## config.mk

```make
export PLATFORM = sky130hd
export DESIGN_NAME = cla_pipe_adder
export DESIGN_NICKNAME = d
export VERILOG_FILES = /design/src/rtl/cla_pipe_adder.sv
export SDC_FILE = /design/constraint.sdc
export NUM_CORES = 1
export LEC_CHECK = 0
export ABC_AREA = 0
export CAP_MARGIN = 20
export CORE_UTILIZATION = 49
export DETAILED_ROUTE_END_ITERATION = 10
export PLACE_DENSITY = 0.83
export SLEW_MARGIN = 25
export SYNTH_ARGS = -nofsm -noshare
export SYNTH_HDL_FRONTEND = slang
export SYNTH_SLANG_ARGS = --single-unit
```

## constraint.sdc

```tcl
create_clock -name clk -period 2.9 [get_ports clk]
set_input_delay 0.435 -clock clk [delete_from_list [all_inputs] [get_ports clk]]
set_output_delay 0.435 -clock clk [all_outputs]
set_load 0.02 [all_outputs]
```

## src/rtl/cla_pipe_adder.sv

```systemverilog
// Pipelined carry-look-ahead adder/subtractor.
// Each pipeline stage resolves one CHUNK-wide slice with a flattened
// generate/propagate look-ahead. It forwards the untouched upper operand
// slices, the finished lower sum slices and its chunk carry to the next stage.
// The last stage register is the output register. The whole pipe advances
// as one unit whenever the output register is empty or is being drained.
module cla_pipe_adder #(
  parameter int WIDTH = 16,
  parameter int CHUNK = 4
) (
  input  logic             clk,
  input  logic             rst_n,
  input  logic             in_valid,
  output logic             in_ready,
  input  logic [WIDTH-1:0] in1,
  input  logic [WIDTH-1:0] in2,
  input  logic             c_in,
  input  logic             sub,
  output logic             out_valid,
  input  logic             out_ready,
  output logic [WIDTH-1:0] sum,
  output logic             c_out,
  output logic             ovf
);
  localparam int NSTAGE = WIDTH / CHUNK;

  logic advance;

  // Look-ahead carries for one chunk. Every carry is built directly from the
  // generate/propagate terms and the chunk carry-in. No carry depends on the
  // carry of the neighbouring bit, so there is no ripple.
  function automatic logic [CHUNK:0] lookahead(input logic [CHUNK-1:0] gen,
                                               input logic [CHUNK-1:0] prop,
                                               input logic             cin);
    logic [CHUNK:0] cy;
    logic           term;
    cy    = '0;
    cy[0] = cin;
    for (int i = 0; i < CHUNK; i++) begin
      term = cin;
      for (int j = 0; j <= i; j++) term = term & prop[j];
      cy[i+1] = term;
      for (int j = 0; j <= i; j++) begin
        term = gen[j];
        for (int k = j + 1; k <= i; k++) term = term & prop[k];
        cy[i+1] = cy[i+1] | term;
      end
    end
    return cy;
  endfunction

  generate
    for (genvar gi = 0; gi < NSTAGE; gi++) begin : stg
      // Operand bits still unprocessed when they reach this stage.
      localparam int REM = WIDTH - gi * CHUNK;

      logic                      v_in;
      logic [REM-1:0]            a_in;
      logic [REM-1:0]            b_in;
      logic                      cy_in;
      logic [CHUNK-1:0]          g;
      logic [CHUNK-1:0]          p;
      logic [CHUNK:0]            c;
      logic [CHUNK-1:0]          s_chunk;
      logic [(gi+1)*CHUNK-1:0]   s_next;
      logic                      v_reg;
      logic                      cy_reg;
      logic [(gi+1)*CHUNK-1:0]   s_reg;

      if (gi == 0) begin : head
        // The subtrahend is inverted once on entry. The +1 of the two's
        // complement enters as the stage 0 carry.
        assign v_in   = in_valid;
        assign a_in   = in1;
        assign b_in   = sub ? ~in2 : in2;
        assign cy_in  = sub | c_in;
        assign s_next = s_chunk;
      end else begin : body
        assign v_in   = stg[gi-1].v_reg;
        assign a_in   = stg[gi-1].fwd.a_reg;
        assign b_in   = stg[gi-1].fwd.b_reg;
        assign cy_in  = stg[gi-1].cy_reg;
        assign s_next = {s_chunk, stg[gi-1].s_reg};
      end

      assign g       = a_in[CHUNK-1:0] & b_in[CHUNK-1:0];
      assign p       = a_in[CHUNK-1:0] ^ b_in[CHUNK-1:0];
      assign c       = lookahead(g, p, cy_in);
      assign s_chunk = p ^ c[CHUNK-1:0];

      // Stage control and result register: valid bit, chunk carry-out and
      // the sum bits completed so far.
      always_ff @(posedge clk or negedge rst_n) begin
        if (!rst_n) begin
          v_reg  <= 1'b0;
          cy_reg <= 1'b0;
          s_reg  <= '0;
        end else if (advance) begin
          v_reg  <= v_in;
          cy_reg <= c[CHUNK];
          s_reg  <= s_next;
        end
      end

      if (gi < NSTAGE - 1) begin : fwd
        logic [REM-CHUNK-1:0] a_reg;
        logic [REM-CHUNK-1:0] b_reg;

        // Carry the unprocessed upper operand slices to the next stage.
        // The operand sign bits ride along here for the final overflow test.
        always_ff @(posedge clk or negedge rst_n) begin
          if (!rst_n) begin
            a_reg <= '0;
            b_reg <= '0;
          end else if (advance) begin
            a_reg <= a_in[REM-1:CHUNK];
            b_reg <= b_in[REM-1:CHUNK];
          end
        end
      end

      if (gi == NSTAGE - 1) begin : tail
        logic ovf_reg;

        // Signed overflow: the carry into the MSB differs from the carry
        // out of the MSB.
        always_ff @(posedge clk or negedge rst_n) begin
          if (!rst_n) begin
            ovf_reg <= 1'b0;
          end else if (advance) begin
            ovf_reg <= c[CHUNK] ^ c[CHUNK-1];
          end
        end
      end
    end
  endgenerate

  assign out_valid = stg[NSTAGE-1].v_reg;
  assign sum       = stg[NSTAGE-1].s_reg;
  assign c_out     = stg[NSTAGE-1].cy_reg;
  assign ovf       = stg[NSTAGE-1].tail.ovf_reg;

  assign advance   = !out_valid || out_ready;
  assign in_ready  = advance;

endmodule

```

==> results of run 1 <==
## stage by stage
stage / setup WS, ns / hold slack (ns)
CTS: 0.713 / 0.0731
detailed placement: 0.352 / 0.456
global route: 0.613 / 0.0881
global placement: 0.418 / 0.445
floorplan: 0.741 / 0.139
finish: 0.702 / 0.0511
## routing by layer
metal | part of all wire [%] | global-route usage [%] | routed length [um]
met5 | 0 | 0 | 0
met4 | 1.5 | 6.74 | 117
met3 | 3.4 | 2.84 | 255
met2 | 48 | 31.5 | 3610
met1 | 48 | 22.8 | 3610
## where the power goes
| group | internal, W | total (W) | switching, W | leakage (nW) |
|---|---|---|---|---|
| Clock | 0.000539 | 0.000994 | 0.000454 | 0.120 |
| Combinational | 0.000928 | 0.00205 | 0.00112 | 1.33 |
| Sequential | 0.00195 | 0.00230 | 0.000346 | 1.17 |
## logic make-up after synthesis
kind of cell    Yosys count  share of synthesized area, %
flops                    97                          55.6
fa+ha+maj                24                          7.57
compound gates           55                          8.52
simple gates            234                          20.7
buf+inv                  31                          3.53
xor+xnor                 20                          4.01
## cell usage after synthesis (all sizes together) (5+ instances only)
| library cell | number |
|---|---|
| ha | 20 |
| a21oi | 5 |
| nor2 | 7 |
| nand2 | 213 |
| inv | 8 |
| xnor2 | 14 |
| nor3 | 7 |
| o21ai | 18 |
| o21a | 11 |
| o31ai | 7 |
| buf | 22 |
| dfrtp | 97 |
| xor2 | 6 |
## how the worst max path moves through the flow
stage | from | endpoint | slack, ns | cells after the start
final | sub | stg[0].cy_reg | 0.70 | 7
after floorplan | sub | stg[0].cy_reg | 0.74 | 8
after detailed placement | sub | stg[0].cy_reg | 0.35 | 7
after global routing | sub | stg[0].cy_reg | 0.61 | 7
after global placement | sub | stg[0].cy_reg | 0.42 | 7
after CTS | sub | stg[0].cy_reg | 0.71 | 7
## worst register-to-register path, stage by stage (launching register included)
cell	delay, ns
sky130_fd_sc_hd__dfrtp_1	0.42
sky130_fd_sc_hd__ha_1	0.31
sky130_fd_sc_hd__ha_1	0.21
sky130_fd_sc_hd__o211a_1	0.23
sky130_fd_sc_hd__or3_1	0.34
sky130_fd_sc_hd__a31o_1	0.22
## cell type report
| cell class | count | area [um2] |
|---|---|---|
| multi-input cells | 333 | 1790 |
| fillers | 745 | 3440 |
| clock inverters | 5 | 86.3 |
| repair buffers | 62 | 622 |
| clock buffers | 11 | 151 |
| well taps | 108 | 135 |
| inverters | 8 | 30.0 |
| flip-flops and latches | 97 | 2430 |
==> metrics list, run 1 <==
- Run status: finished, final reports clean
* Starting utilization of the core area: around 50%
- Area of the mapped netlist: between 0.004 and 0.005 mm2
- Crit path buf inv count: 1
- Top cell family by delay on the critical path: compound AO/OA/AOI/OAI gates
- Walking the worst path, the cells encountered are clkdlybuf4s50_1 -> xor2_1 -> ha_1 -> ha_1 -> o211a_1 -> o21a_1 -> o31a_1.
* Setup repair after global routing missed its margin: no
* Routability cong.: between 0.8 and 0.9
- The number of antenna diodes in the final layout is 0.
- Max-slew violations: 0
* Final std cell area, no fill: about 0.0052 mm2
- Buffers placed on the I/O ports in this run total 57.
- Number of global-route vias before repair: a little over 3000
- Placed inst area: 0.00500 mm2
- Router iterations before antenna repair: 4
* Post-synth top area cell: sky130_fd_sc_hd__dfrtp_1
- In this run the critical register-to-register path is launched from stg[1].fwd.a_reg[0].
* Wirelength, routed: roughly 7600 um
- Via count: 3072
* Maximum number of pins on one net before global-route repair: 113
* Design Power: 0.00534 W
- Setup violations remaining at the end of the flow were counted as 0.
- Crit path capture type: flop
- The worst pin sits at a relative slew slack of between 40% and 50%.
- From synthesis to final layout, the design area changed by 20.1%.
- Final cycle utilization of the critical path: ~76%
- Standard cell core area: 0.00868 mm2
- Instance count of the mapped netlist: approximately 460
* Class of the tightest hold or removal check: in2async
- DR vias/cell: slightly below 5
- Across the VDD grid, the largest voltage drop is around 0.45 mV.
- 58 I/O pins were placed.
- Summed over all cells, the static leakage comes to ~2.6 nW.
- Dominant cells by area after synthesis: sky130_fd_sc_hd__dfrtp_1 56%, sky130_fd_sc_hd__nand2_1 18%, sky130_fd_sc_hd__ha_1 5.7%, sky130_fd_sc_hd__xnor2_1 2.8%, sky130_fd_sc_hd__buf_2 2.1%
* CTS Root Cell: sky130_fd_sc_hd__clkbuf_8
* Crit path launch type: primary input
- Post-Syn Nets: 523
- Count of non-filler cells in the finished layout: ~620
- Derived from the worst setup path, the maximum achievable clock frequency is around 460 MHz.
- Number of flops mapped to enable cells by yosys: 0
- CP most frequent cell: sky130_fd_sc_hd__ha_1
- Global-route wire length before repair: between 10000 and 15000 um
- Core Util, Final: slightly above 60%
* Antenna-violating nets left: 0
- Data arrival, critical path: roughly 2.4 ns
- The post-route netlist has just under 5% of its cells at a drive strength greater than 1.
- Type of the setup path with the least slack: in2reg
- Flop2flop setup slack: 1.05 ns
- Height of the chip: between 90 and 100 um
* Clock Skew: 0.0148 ns
- Average cell area after synthesis: 9.46 um2
* Required time at the endpoint of the critical path: 3.14 ns
* Clk sink count: 97
* Total number of H-tree levels: 3
* Cell count after placement: between 600 and 700
* Total of flip-flops plus latches after synthesis: 97
- Dpl hpwl: roughly 5000 um
- Nets: between 500 and 600
- Pwr Density: ~1000 mW/mm2
- Worst reg2reg path endpoint: stg[2].s_reg[11]
- The initial antenna violation count was 0.
- CP Max Fanout: 6
- The top cell types in the final layout, fill and taps aside, are 213 x sky130_fd_sc_hd__nand2_1, 97 x sky130_fd_sc_hd__dfrtp_1, 56 x sky130_fd_sc_hd__clkdlybuf4s50_1, 20 x sky130_fd_sc_hd__ha_1, 18 x sky130_fd_sc_hd__o21ai_0.
- Number of warnings printed during yosys synthesis: 0
- Overall die width: 96.4 um
- Max clock buf depth: 2
- Share of flip-flops with an asynchronous set or reset after synthesis: 100%
- The library cell used most frequently in the layout, excluding fill and tap cells, is sky130_fd_sc_hd__nand2_1.
- WL/cell: roughly 12 um
- At the pin with the least slew margin, the transition time is between 0.7 and 0.8 ns.
- Maximum single-stage delay on the critical path: slightly above 0.6 ns
- For this block, the initial DRC count from the detailed router was 183.
* Post-route DRC: 0
* R2r worst-path depth: 5
- Final hold vios: 0
- Std-Cell Rows: 34
- Yosys top cell area share: between 50 and 60%
- The tool flagged a number of max-cap violations equal to 0.
- Clk Latency, worst-skew pair: 0.35 ns
- Clk slew on worst S/H paths: 0.10 ns
- The most used flip-flop cell after synthesis is sky130_fd_sc_hd__dfrtp_1.
* Cts-stage hold buffer count: 0
- Global router's overall resource usage: ~18%
- Clock tree synthesis inserted a total of 9 buffers.
- Cell with the biggest individual delay on the critical path: sky130_fd_sc_hd__clkdlybuf4s50_1
- TritonCTS clock tree: built
- The synthesized netlist contains 28 unique library cells.
* Final period demand of the worst path: roughly 2.2 ns
* Global-route congestion overflow total: 0
- The floorplan step defined a die boundary enclosing a little over 0.009 mm2.
- Gates resized, CTS repair: 0
- Sequential element share of the synthesized area: about 56%
- Setup repair bufs after CTS: 0
- After routing, the total negative slack on setup checks comes to 0 ns.
Power figures use the tool's default switching activity.
==> inputs of run 2 (changes only) <==
--- a/config.mk
+++ b/config.mk
@@ -9,7 +9,7 @@
 export CAP_MARGIN = 20
 export CORE_UTILIZATION = 49
 export DETAILED_ROUTE_END_ITERATION = 10
-export PLACE_DENSITY = 0.83
+export PLACE_DENSITY = 0.86
 export SLEW_MARGIN = 25
 export SYNTH_ARGS = -nofsm -noshare
 export SYNTH_HDL_FRONTEND = slang
==> constraint.sdc (replaced) <==
create_clock -name clk -period 1.89 [get_ports clk]
set_input_delay 0.2835 -clock clk [delete_from_list [all_inputs] [get_ports clk]]
set_output_delay 0.2835 -clock clk [all_outputs]
set_load 0.02 [all_outputs]
==> run 2 against run 1 <==
Global-route usage up 0.55 points. First-iteration DRC count is 4.9% higher. Clock power grew 36%. Clock skew decreased by 0.0047 ns. Wire length grew 6.9%. Final cell count is 1.4% higher. Worst hold slack better by 0.36 ns. Combinational power up 61%. Non-clock buffer count is 9 higher. Power up 53%. Sequential share of layout area decreased by 0.68 points. Critical path type is now reg2reg. Critical endpoint is now stg[2].s_reg[11].
==> metrics list, run 2 (same netlist as run 1, synthesis figures left out) <==
- Run status: finished, final reports clean (unchanged).
- The count of antenna diodes in the layout was 0 (unchanged).
- Number of failing setup endpoints in the final timing report: 0 (unchanged)
- The post-route antenna net violation count was 0 (unchanged).
* Total number of H-tree levels: 3 (unchanged)
- The maximum count of clock buffers along a single path came to 2 (unchanged).
- The data required time of the critical path was 2.14 ns (was 3.14 ns).
- The final core utilization came to 61.3% (was 60.4%).
- Max-slew violations: 0 (unchanged)
* Summed negative setup slack over all endpoints: 0 ns (unchanged)
- Routability cong.: 0.885 (was 0.808)
- The most frequent standard cell in the layout excluding fill and tap cells is sky130_fd_sc_hd__nand2_1 (unchanged).
- Combinational share of power: 40.4% (was 38.3%)
* Std-Cell Rows: 34 (unchanged)
* Class of the tightest hold or removal check: in2async (unchanged)
- Dpl hpwl: 5530 um (was 5110 um)
- Switching share of power: 36.9% (was 35.9%)
- The reported max-cap violation count is 0 (unchanged).
- The reg-to-reg endpoint is stg[2].s_reg[11] (unchanged).
- The die height came to 96.4 um (unchanged).
* Worst setup path endpoint: stg[2].s_reg[11] (was stg[0].cy_reg)
- The clock-pin slew on the worst setup and hold paths came to 0.09 ns (was 0.10 ns).
* Static Leakage: 2.67 nW (was 2.62 nW)
- The kind of capture point of the worst setup path was a flop (unchanged).
* Final hold vios: 0 (unchanged)
- The placeable core region came to 0.00868 mm2 (unchanged).
- The layout filler cell count is 740 (was 745).
- The number of sinks driven by the clock tree is 97 (unchanged).
- The ratio of routed vias to standard cells is 4.92 (about the same).
* Maximum resistive drop on vdd: 0.597 mV (was 0.447 mV)
* Via count: 3116 (was 3072)
- Final period demand of the worst path: ~1.9 ns
- The clock latency on the worst-skew pair came to 0.35 ns (about the same).
* Switching pwr: 0.00301 W (was 0.00192 W)
- The first-pass GRT wire length was 13300 um (was 13000 um).
* Wirelength, routed: 8120 um (was 7590 um)
- The number of buffers added on ports came to 57 (unchanged).
- Number of global-route vias before repair: 3098 (was 3062)
* Storage element area: 0.00243 mm2 (unchanged)
- Final cycle utilization of the critical path: between 90% and 100%
- Part of the power in registers: 43.1% (about the same)
* Max Freq: 540 MHz
- The global-route total usage across every layer was 18.6% (was 18.1%).
* WL/cell: 12.8 um (was 12.2 um)
- Clock group share of total power: 16.5% (was 18.6%)
- Post-layout worst setup margin: 0.0382 ns (was 0.702 ns)
- The worst relative slew slack came to 70.9% (was 49.6%).
- The CTS root buffer was sky130_fd_sc_hd__clkbuf_8 (unchanged).
- The chip width came to 96.4 um (unchanged).
* Multi-input combinational cell area: 0.00181 mm2 (was 0.00179 mm2)
- The startpoint of the most critical register-to-register path was stg[1].fwd.b_reg[0] (was stg[1].fwd.a_reg[0]).
- Most frequent cells in the layout: 213 x sky130_fd_sc_hd__nand2_1, 97 x sky130_fd_sc_hd__dfrtp_1, 53 x sky130_fd_sc_hd__clkdlybuf4s50_1, 18 x sky130_fd_sc_hd__o21ai_0, 18 x sky130_fd_sc_hd__ha_1 (was 213 x sky130_fd_sc_hd__nand2_1, 97 x sky130_fd_sc_hd__dfrtp_1, 56 x sky130_fd_sc_hd__clkdlybuf4s50_1, 20 x sky130_fd_sc_hd__ha_1, 18 x sky130_fd_sc_hd__o21ai_0).
* Nets: 582 (was 573)
- Cell count after placement: 613 (was 608)
* Initial DRC count: 192 (was 183)
* Flop2flop setup slack: 0.04 ns (was 1.05 ns)
- The initial core utilization is 50.3% (unchanged).
- The number of detailed-route iterations in the first pass was 4 (unchanged).
- The slew at the pin closest to its max-slew limit was 0.437 ns (was 0.756 ns).
- The cell area power density was 1540 mW/mm2 (was 1020 mW/mm2).
- CP Max Fanout: 3 (was 6)
* Internal power: 0.00516 W (was 0.00342 W)
* P&R area growth vs syn: 21.9% (was 20.1%)
- R2r worst-path depth: 5 (unchanged)
* Type of the setup path with the least slack: reg2reg (was in2reg)
* Floorplan die area: 0.00929 mm2 (unchanged)
- Layout cells sized above 1: 7.05% (was 4.84%)
- Source of the critical timing path: stg[1].fwd.b_reg[0] (was sub)
- Data arrival, critical path: 2.10 ns (was 2.44 ns)
- Crit path launch type: flop (was primary input)
* Clock Skew: 0.0101 ns (was 0.0148 ns)
- Post-route DRC: 0 (unchanged)
- The clock tree from TritonCTS is built (unchanged).
- Cts bufs inserted: 9 (unchanged)
* Maximum number of pins on one net before global-route repair: 113 (unchanged)
- The initial antenna violation count came to 0 (unchanged).
* # IOs: 58 (unchanged)
- The post-placement worst setup slack is -0.479 ns (was 0.352 ns).
- The final instance count without filler cells is 633 (was 624).
- Global-route congestion overflow total: 0 (unchanged)
run 2: cell types whose count changed in the layout (fill, tap and decap cells not counted), moves of 2 or more:
cell and change:
sky130_fd_sc_hd__buf_4 +7, sky130_fd_sc_hd__buf_12 +2, sky130_fd_sc_hd__dlymetal6s2s_1 +2, sky130_fd_sc_hd__ha_2 +2
sky130_fd_sc_hd__ha_1 -2, sky130_fd_sc_hd__clkdlybuf4s50_1 -3, sky130_fd_sc_hd__clkinv_2 +2
run 2: per-stage QoR:
step / total power, W / hold slack [ns] / area [um2]
after floorplan: 0.00572 / -0.0121 / 4380
final: 0.00817 / 0.409 / 5320
after global placement: 0.00661 / 0.239 / 5070
after global routing: 0.00882 / 0.443 / 5320
after CTS: 0.00819 / 0.410 / 5280
after detailed placement: 0.00684 / 0.253 / 5070
run 2: worst min path at each step:
stage           from                    to  slack (ns)  cells after the start
6_report       rst_n          stg[1].v_reg        0.41                      2
5_1_grt        rst_n          stg[1].v_reg        0.44                      2
4_1_cts        rst_n                 c_out        0.41                      2
3_5_place_dp   rst_n  stg[0].fwd.a_reg[11]        0.25                      1
3_3_place_gp   rst_n          stg[2].v_reg        0.24                      1
2_1_floorplan  rst_n                 c_out       -0.01                      0
run 2: power groups by stage:
stage	Clock, W	Sequential [W]	Combinational, W
finish	0.00135	0.00352	0.00330
global route	0.00145	0.00364	0.00373
CTS	0.00137	0.00352	0.00330
detailed placement	0	0.00356	0.00327
global placement	0	0.00352	0.00309
floorplan	0	0.00368	0.00204
run 2: metal layers:
layer / GRT usage [%] / share of wire [%] / vias to the layer above
met1: 24.4 / 47 / 1463
li1: - / - / 1585
met3: 3.48 / 3.6 / 8
met4: 6.37 / 1.1 / 0
met2: 31.3 / 48 / 60
met5: 0 / 0 / -
run 2: repair_timing:
item	4_1_cts	5_1_grt
gates resized for setup	1	4
buffers inserted	0	3
pin swaps	0	2
hold endpoints to repair	30	0
setup endpoints to repair	3	5
hold buffers	1	0
run 2: area by class of cell:
| cell class | count | share of cell area, % |
|---|---|---|
| clock inverters | 6 | 1.22 |
| repair buffers | 71 | 13.5 |
| flip-flops and latches | 97 | 45.6 |
| well taps | 108 | 2.54 |
| inverters | 8 | 0.565 |
| multi-input cells | 333 | 34.0 |
| clock buffers | 10 | 2.59 |
run 2: worst max-delay path: stages, from the launching register on:
cell	delay, ns
sky130_fd_sc_hd__dfrtp_1	0.42
sky130_fd_sc_hd__ha_1	0.31
sky130_fd_sc_hd__ha_2	0.20
sky130_fd_sc_hd__o211a_1	0.23
sky130_fd_sc_hd__or3_1	0.36
sky130_fd_sc_hd__a31o_1	0.23
